## src/rtl/bcd_conv_arb.sv

```systemverilog
// bcd_conv_arb: round-robin arbiter/sequencer sharing one registered binary-to-BCD converter between two requesters.
// Optional result cache enabled by defining BCD_CONV_CACHE_EN.
`default_nettype none

module bcd_conv_arb #(
  parameter int   CONV_LAT = 1,
  parameter logic RR_INIT  = 1'b1
) (
  input  logic        clk,
  input  logic        rst,
  input  logic [1:0]  req_valid,
  input  logic [15:0] req_data,
  output logic [1:0]  req_ready,
  output logic        rsp_valid,
  output logic        rsp_id,
  output logic [11:0] rsp_bcd,
  input  logic        rsp_ready,
  output logic        cv_en,
  output logic [7:0]  cv_a,
  input  logic [11:0] cv_b,
  output logic        busy
);

  localparam logic [1:0] S_IDLE = 2'd0;
  localparam logic [1:0] S_LOAD = 2'd1;
  localparam logic [1:0] S_WAIT = 2'd2;
  localparam logic [1:0] S_RESP = 2'd3;

  localparam logic [3:0] LAT_M1 = 4'(CONV_LAT - 1);

  logic [1:0]  state_q, state_d;
  logic [3:0]  cnt_q, cnt_d;
  logic [7:0]  opnd_q, opnd_d;
  logic        last_q, last_d;
  logic        id_q, id_d;
  logic [11:0] bcd_q, bcd_d;

  logic        gnt_vld;
  logic        gnt;
  logic [7:0]  sel;

`ifdef BCD_CONV_CACHE_EN
  logic        cache_vld_q, cache_vld_d;
  logic [7:0]  cache_a_q, cache_a_d;
  logic [11:0] cache_bcd_q, cache_bcd_d;
`endif

  // On contention the requester that did not win last time is served.
  assign gnt_vld = |req_valid;
  assign gnt     = (req_valid == 2'b11) ? ~last_q : req_valid[1];
  assign sel     = gnt ? req_data[15:8] : req_data[7:0];

  assign req_ready = (state_q == S_IDLE && gnt_vld && !rst) ? (gnt ? 2'b10 : 2'b01) : 2'b00;
  assign rsp_valid = (state_q == S_RESP);
  assign rsp_id    = id_q;
  assign rsp_bcd   = bcd_q;
  assign cv_en     = (state_q == S_LOAD);
  assign cv_a      = opnd_q;
  assign busy      = (state_q != S_IDLE);

  always_comb begin
    state_d = state_q;
    cnt_d   = cnt_q;
    opnd_d  = opnd_q;
    last_d  = last_q;
    id_d    = id_q;
    bcd_d   = bcd_q;
`ifdef BCD_CONV_CACHE_EN
    cache_vld_d = cache_vld_q;
    cache_a_d   = cache_a_q;
    cache_bcd_d = cache_bcd_q;
`endif
    case (state_q)
      S_IDLE: begin
        if (gnt_vld) begin
          opnd_d  = sel;
          id_d    = gnt;
          last_d  = gnt;
          state_d = S_LOAD;
`ifdef BCD_CONV_CACHE_EN
          if (cache_vld_q && (cache_a_q == sel)) begin
            bcd_d   = cache_bcd_q;
            state_d = S_RESP;
          end
`endif
        end
      end
      S_LOAD: begin
        cnt_d   = LAT_M1;
        state_d = S_WAIT;
      end
      S_WAIT: begin
        if (cnt_q != 4'd0) begin
          cnt_d = cnt_q - 4'd1;
        end else begin
          bcd_d   = cv_b;
          state_d = S_RESP;
`ifdef BCD_CONV_CACHE_EN
          cache_vld_d = 1'b1;
          cache_a_d   = opnd_q;
          cache_bcd_d = cv_b;
`endif
        end
      end
      S_RESP: begin
        if (rsp_ready) begin
          state_d = S_IDLE;
        end
      end
      default: state_d = S_IDLE;
    endcase
  end

  always_ff @(posedge clk or posedge rst) begin
    if (rst) begin
      state_q <= S_IDLE;
      cnt_q   <= 4'd0;
      opnd_q  <= 8'd0;
      last_q  <= RR_INIT;
      id_q    <= 1'b0;
      bcd_q   <= 12'd0;
    end else begin
      state_q <= state_d;
      cnt_q   <= cnt_d;
      opnd_q  <= opnd_d;
      last_q  <= last_d;
      id_q    <= id_d;
      bcd_q   <= bcd_d;
    end
  end

`ifdef BCD_CONV_CACHE_EN
  always_ff @(posedge clk or posedge rst) begin
    if (rst) begin
      cache_vld_q <= 1'b0;
      cache_a_q   <= 8'd0;
      cache_bcd_q <= 12'd0;
    end else begin
      cache_vld_q <= cache_vld_d;
      cache_a_q   <= cache_a_d;
      cache_bcd_q <= cache_bcd_d;
    end
  end
`endif

endmodule

`default_nettype wire

```

## config.mk

```make
export PLATFORM = sky130hd
export DESIGN_NAME = bcd_conv_arb
export DESIGN_NICKNAME = d
export VERILOG_FILES = /design/src/rtl/bcd_conv_arb.sv
export SDC_FILE = /design/constraint.sdc
export NUM_CORES = 1
export LEC_CHECK = 0
export BUFFER_PORTS_ARGS = -buffer_cell sky130_fd_sc_hd__clkbuf_2
export CAP_MARGIN = 20
export CORE_ASPECT_RATIO = 0.8
export CORE_UTILIZATION = 50
export CTS_CLUSTER_DIAMETER = 40
export DETAILED_ROUTE_END_ITERATION = 12
export PLACE_DENSITY = 0.84
export SLEW_MARGIN = 20
export SYNTH_ARGS = -nofsm -noshare
export SYNTH_HDL_FRONTEND = slang
export SYNTH_SLANG_ARGS = --single-unit
```

## constraint.sdc

```tcl
create_clock -name clk -period 2.74 [get_ports clk]
set_input_delay 0.274 -clock clk [delete_from_list [all_inputs] [get_ports clk]]
set_output_delay 0.274 -clock clk [all_outputs]
set_load 0.01 [all_outputs]
```

; ---- Word-level counts from Yosys, hierarchy flattened
; Cells that the tools add are included.
[totals]
ff_bits = 28
latch_bits = 0
ramBits = 0
mem_bits_ro = 0
input_bits = 33
output_inout_bits = 26
mem_count = 0
[op_classes]
add_sub_neg = 1
mul = 0
n_div = 0
magnitude_cmp = 0
n_eq_ne = 8
n_shift = 0
muxes = 10
bitwise = 2
n_reduce_logical = 12
[op_table]
columns = op, n
row1 = 2-bit two-way mux, 5
row2 = 8-bit two-way mux, 1
row3 = 2-bit one-hot mux with 4 select lines, 1
row4 = 4-bit one-hot mux with 2 select lines, 1
row5 = 2-bit == test (second input constant), 3
row6 = 2-bit != test (second input constant), 3
row7 = 2-bit AND reduction, 3
row8 = 4-bit two-way mux, 1
row9 = 2-bit nonzero test, 2
row10 = 4-bit nonzero test, 1
row11 = 4-bit by 1-bit subtractor with 4-bit output (second input constant), 1
row12 = 3-bit AND reduction, 1
row13 = 2-bit by 1-bit == test with 1-bit output (second input constant), 1
row14 = 1-bit logical AND, 2
row15 = 2-bit logical NOT, 1
row16 = 2-bit by 1-bit != test with 1-bit output (second input constant), 1
row17 = 1-bit inverter, 2
row18 = 2-bit OR reduction, 1
row19 = 1-bit logical NOT, 1
row20 = 1-bit two-way mux, 1

; ---- Depth between registers and ports, before layout
[logic_depth]
ltp_word = 4
mapped_depth = 8

; ---- Least setup slack after synthesis
; OpenSTA, ideal clock, no wires.
[synth_path]
path_kind = register to output
startpoint = register state_q[0]
endpoint = output port req_ready[0]
arrival_time_ns = 1.475
setup_slack_ns = 0.991
path_stages_with_launch = 6
path_cell_list = dfrtp_1 -> inv_1 -> ha_1 -> o21ai_1 -> clkbuf_1 -> nor3b_1
[synth_via]
elab_chain_len = 4
[synth_rtl]
columns = item, line
row1 = "start, declared", 31  ; logic [1:0] state_q, state_d;
row2 = "start signal, assigned", 123  ; state_q <= state_d;
row3 = 2-bit logical NOT, 53  ; assign req_ready = (state_q == S_IDLE && gnt_vld && !rst) ? (gnt ? 2'b10 : 2'b01) : 2'b00;
row4 = 1-bit logical AND (2 in a row), 53
row5 = 2-bit two-way mux, 53
row6 = "end, declared", 13  ; output logic [1:0] req_ready,
; Every way passes these cells.

; ---- Final worst setup path
; Same ends and word-level chain as after synthesis.

==> impl_metrics.py <==
metrics = {
    "synth": {
        "synth_nets": 152,
        "synth_common_cells": "27 x dfrtp_1, 15 x o21ai_0, 11 x nand2_1, 9 x mux2_1, 9 x mux2i_1",
        "synth-main-ff-cell": "dfrtp_1",
        "netlist_area_sq_um": 1330,
        "yosys-top-cells-area": "dfrtp_1 51%, mux2_1 7.6%, mux2i_1 6.8%",
        "yosys.area.top_type": "dfrtp_1",
        "synth-edff-count": 0,
        "synth_top_area_frac": 0.510,
        "async_flop_share": 1.00,
        "avgSynthCellArea_sq_um": 11.7,
        "yosysUniqueCellTypes": 28,
        "syn_inst": 113,
        "synth_warnings": 0,
        "ys_ff_latch": 28,
        "synth_most_common_cell": "dfrtp_1",
        "synth.yosys.seq_area_share": 0.530,
    },
    "layout": {
        "diodes": 0,
        "fillers": 200,
        "layout-drive-gt1-share": 0.433,
        "synthToLayoutAreaGrowth_pct": 27.4,
        "fin_util": 0.680,
        "fin_nets": 211,
    },
    "detailed_routing": {
        "via_per_inst": 4.95,
        "drt-total-wl_mm": 2.57,
        "ant_nets": 0,
        "wl_per_cell_um": 12.4,
        "dr_total_vias": 1024,
        "post-route-drc-count": 0,
        "drtIter0Drc": 12,
        "firstDrtPassIters": 4,
    },
    "clocking": {
        "cts_resized": 0,
        "clkLatencyLatePin_ns": 0.32,
        "cts_hold_buf": 0,
        "h-tree-depth": 1,
        "cts_root_buffer": "clkbuf_4",
        "cts_buffers": 3,
        "clk_pin_slew_ns": 0.14,
        "postCtsSetupBuffers": 0,
        "clock_path_buffers": 2,
        "cts_tree": "done",
        "cts_sinks": 28,
    },
    "worst_setup_path": {
        "crit_required_ns": 2.47,
        "end_kind": "output port",
        "worst_ep_arrival_time_ns": 1.89,
        "crit_fanout": 19,
        "path_class": "reg -> out",
        "start_kind": "register",
    },
    "job": {
        "max_cap_violations": 0,
    },
    "sta": {
        "setup_tns_ns": 0,
        "rsz0062_at_grt": "false",
        "slew_headroom": 0.627,
        "final_max_slew_viol_count": 0,
        "finClkSkew_ns": 0.00209,
        "hold_viol": 27,
        "whs_ns": -0.0114,
        "finalCritPeriodShare": 0.790,
        "tightestPinTransition_ns": 0.559,
        "setup_ws_ns": 0.577,
        "max_freq_mhz": 462,
        "setup_viol": 0,
        "period_needed_ns": 2.16,
    },
    "global_route": {
        "grt_pass1_wl_mm": 4.04,
        "antenna_found_initial": 0,
        "grt-ovfl-total": 0,
        "grt_max_degree": 29,
        "grt_pass1_vias": 986,
        "grt.total_usage": 0.196,
    },
    "floorplanning": {
        "core-area_sq_um": 2480,
        "fp.dieArea_sq_um": 2860,
        "start_util": 0.534,
        "die_h_um": 48.0,
        "row_count": 16,
        "pin_count": 59,
        "die_w_um": 59.6,
    },
    "power": {
        "switchingPower_uw": 622,
        "combPwrFrac": 0.437,
        "internal-power_uw": 1090,
        "vdd_drop_max_v": 0.000539,
        "seqPwrFrac": 0.409,
        "powerDensity_nw_per_um2": 1020,
        "p_sw_frac": 0.363,
        "p_leak_uw": 0.000893,
        "p_clk_frac": 0.154,
    },
    "outcome": {
        "violations": "negative hold slack",
        "status": "complete, but fails checks",
    },
    "min_path": {
        "hp-class": "in -> async",
    },
    "placement": {
        "dpl.hpwl_mm": 2.07,
        "io_buffers": 58,
        "pre_cts_slack_ns": 0.840,
        "place.gp.congestion": 0.818,
    },
}
==> state kept, by name, indices dropped and copies added, names as in the netlist <==
| register | flops |
|---|---|
| rsp_bcd | 12 |
| cv_a | 8 |
| cnt_q | 4 |
| last_q | 1 |
| rsp_id | 1 |
| state_q | 2 |
==> logic make-up (layout without fill, tap and decap cells) <==
family,after synthesis,after routing,share of synthesized area
AND/OR/NAND/NOR,23,23,0.0925
adder cells (fa/ha/maj),6,6,0.0567
buffers and inverters,12,70,0.0444
multiplexers,22,22,0.178
flip-flops,28,28,0.530
AO/OA/AOI/OAI,22,22,0.0982
==> metrics by stage <==
| stage | hold WS, ns | total power (uW) | std cells | area [sq um] |
|---|---|---|---|---|
| floorplan | 0.339 | 1200 | 113 | 1330 |
| global placement | 0.465 | 1420 | 203 | 1640 |
| detailed placement | 0.477 | 1480 | 203 | 1640 |
| CTS | 0.130 | 1740 | 207 | 1690 |
| global route | 0.0274 | 1850 | 207 | 1690 |
| finish | -0.0114 | 1710 | 207 | 1690 |
==> area by class of cell <==
| type | instances | area (sq um) | area share |
|---|---|---|---|
| Tap cell | 36 | 45.0 | 0.0267 |
| Inverter | 7 | 26.3 | 0.0156 |
| Timing Repair Buffer | 59 | 298 | 0.176 |
| Multi-Input combinational cell | 73 | 564 | 0.334 |
| Clock buffer | 3 | 22.5 | 0.0133 |
| Sequential cell | 28 | 702 | 0.416 |
| Clock inverter | 1 | 30.0 | 0.0178 |
==> power groups by stage <==
| stage | Clock (uW) | Sequential, uW | Combinational, uW |
|---|---|---|---|
| CTS | 274 | 702 | 763 |
| global route | 287 | 718 | 841 |
| floorplan | 0 | 770 | 430 |
| finish | 264 | 701 | 749 |
| global placement | 0 | 695 | 727 |
| detailed placement | 0 | 708 | 768 |
==> layer usage <==
| layer | wire length (um) | global-route usage |
|---|---|---|
| met2 | 1300 | 0.396 |
| met1 | 1080 | 0.209 |
| met3 | 183 | 0.0568 |
| met4 | 6 | 0.0419 |
| met5 | 0 | 0 |
==> final timing paths <==
| kind | start | endpoint | slack [ns] | cells past startpoint |
|---|---|---|---|---|
| hold / removal | rst | cv_a[3]$_DFFE_PP0P_ | -0.01 | 2 |
| setup / recovery | state_q[0]$_DFFE_PP0P_ | req_ready[0] | 0.58 | 6 |
| max in group asynchronous | rst | last_q$_DFFE_PP1P_ | 2.38 | 2 |
| setup reg to reg | state_q[0]$_DFFE_PP0P_ | rsp_bcd[10]$_DFFE_PP0P_ | 0.84 | 4 |
| hold reg to reg | rsp_bcd[11]$_DFFE_PP0P_ | rsp_bcd[11]$_DFFE_PP0P_ | 0.51 | 1 |
| min in group clk | req_valid[0] | last_q$_DFFE_PP1P_ | 0.14 | 2 |
==> critical path, stage by stage, from the launching register on <==
cell and delay (ns):
dfrtp_1 0.45, inv_1 0.13, ha_1 0.31, o21ai_1 0.11, buf_4 0.20, nor3b_1 0.20, clkbuf_2 0.17
==> layout by cell type, fill, tap and decap left out, drive strengths merged, types with 2 or more instances in the layout <==
cell type  Yosys  routed
clkbuf         1      61
dfrtp         27      27
ha             6       6
a21oi          2       2
nor2           3       3
mux2i          9       9
o21ai         16      16
mux2          13      13
inv            7       7
nor3           2       2
nand2         11      11
Power figures use the tool's default switching activity.
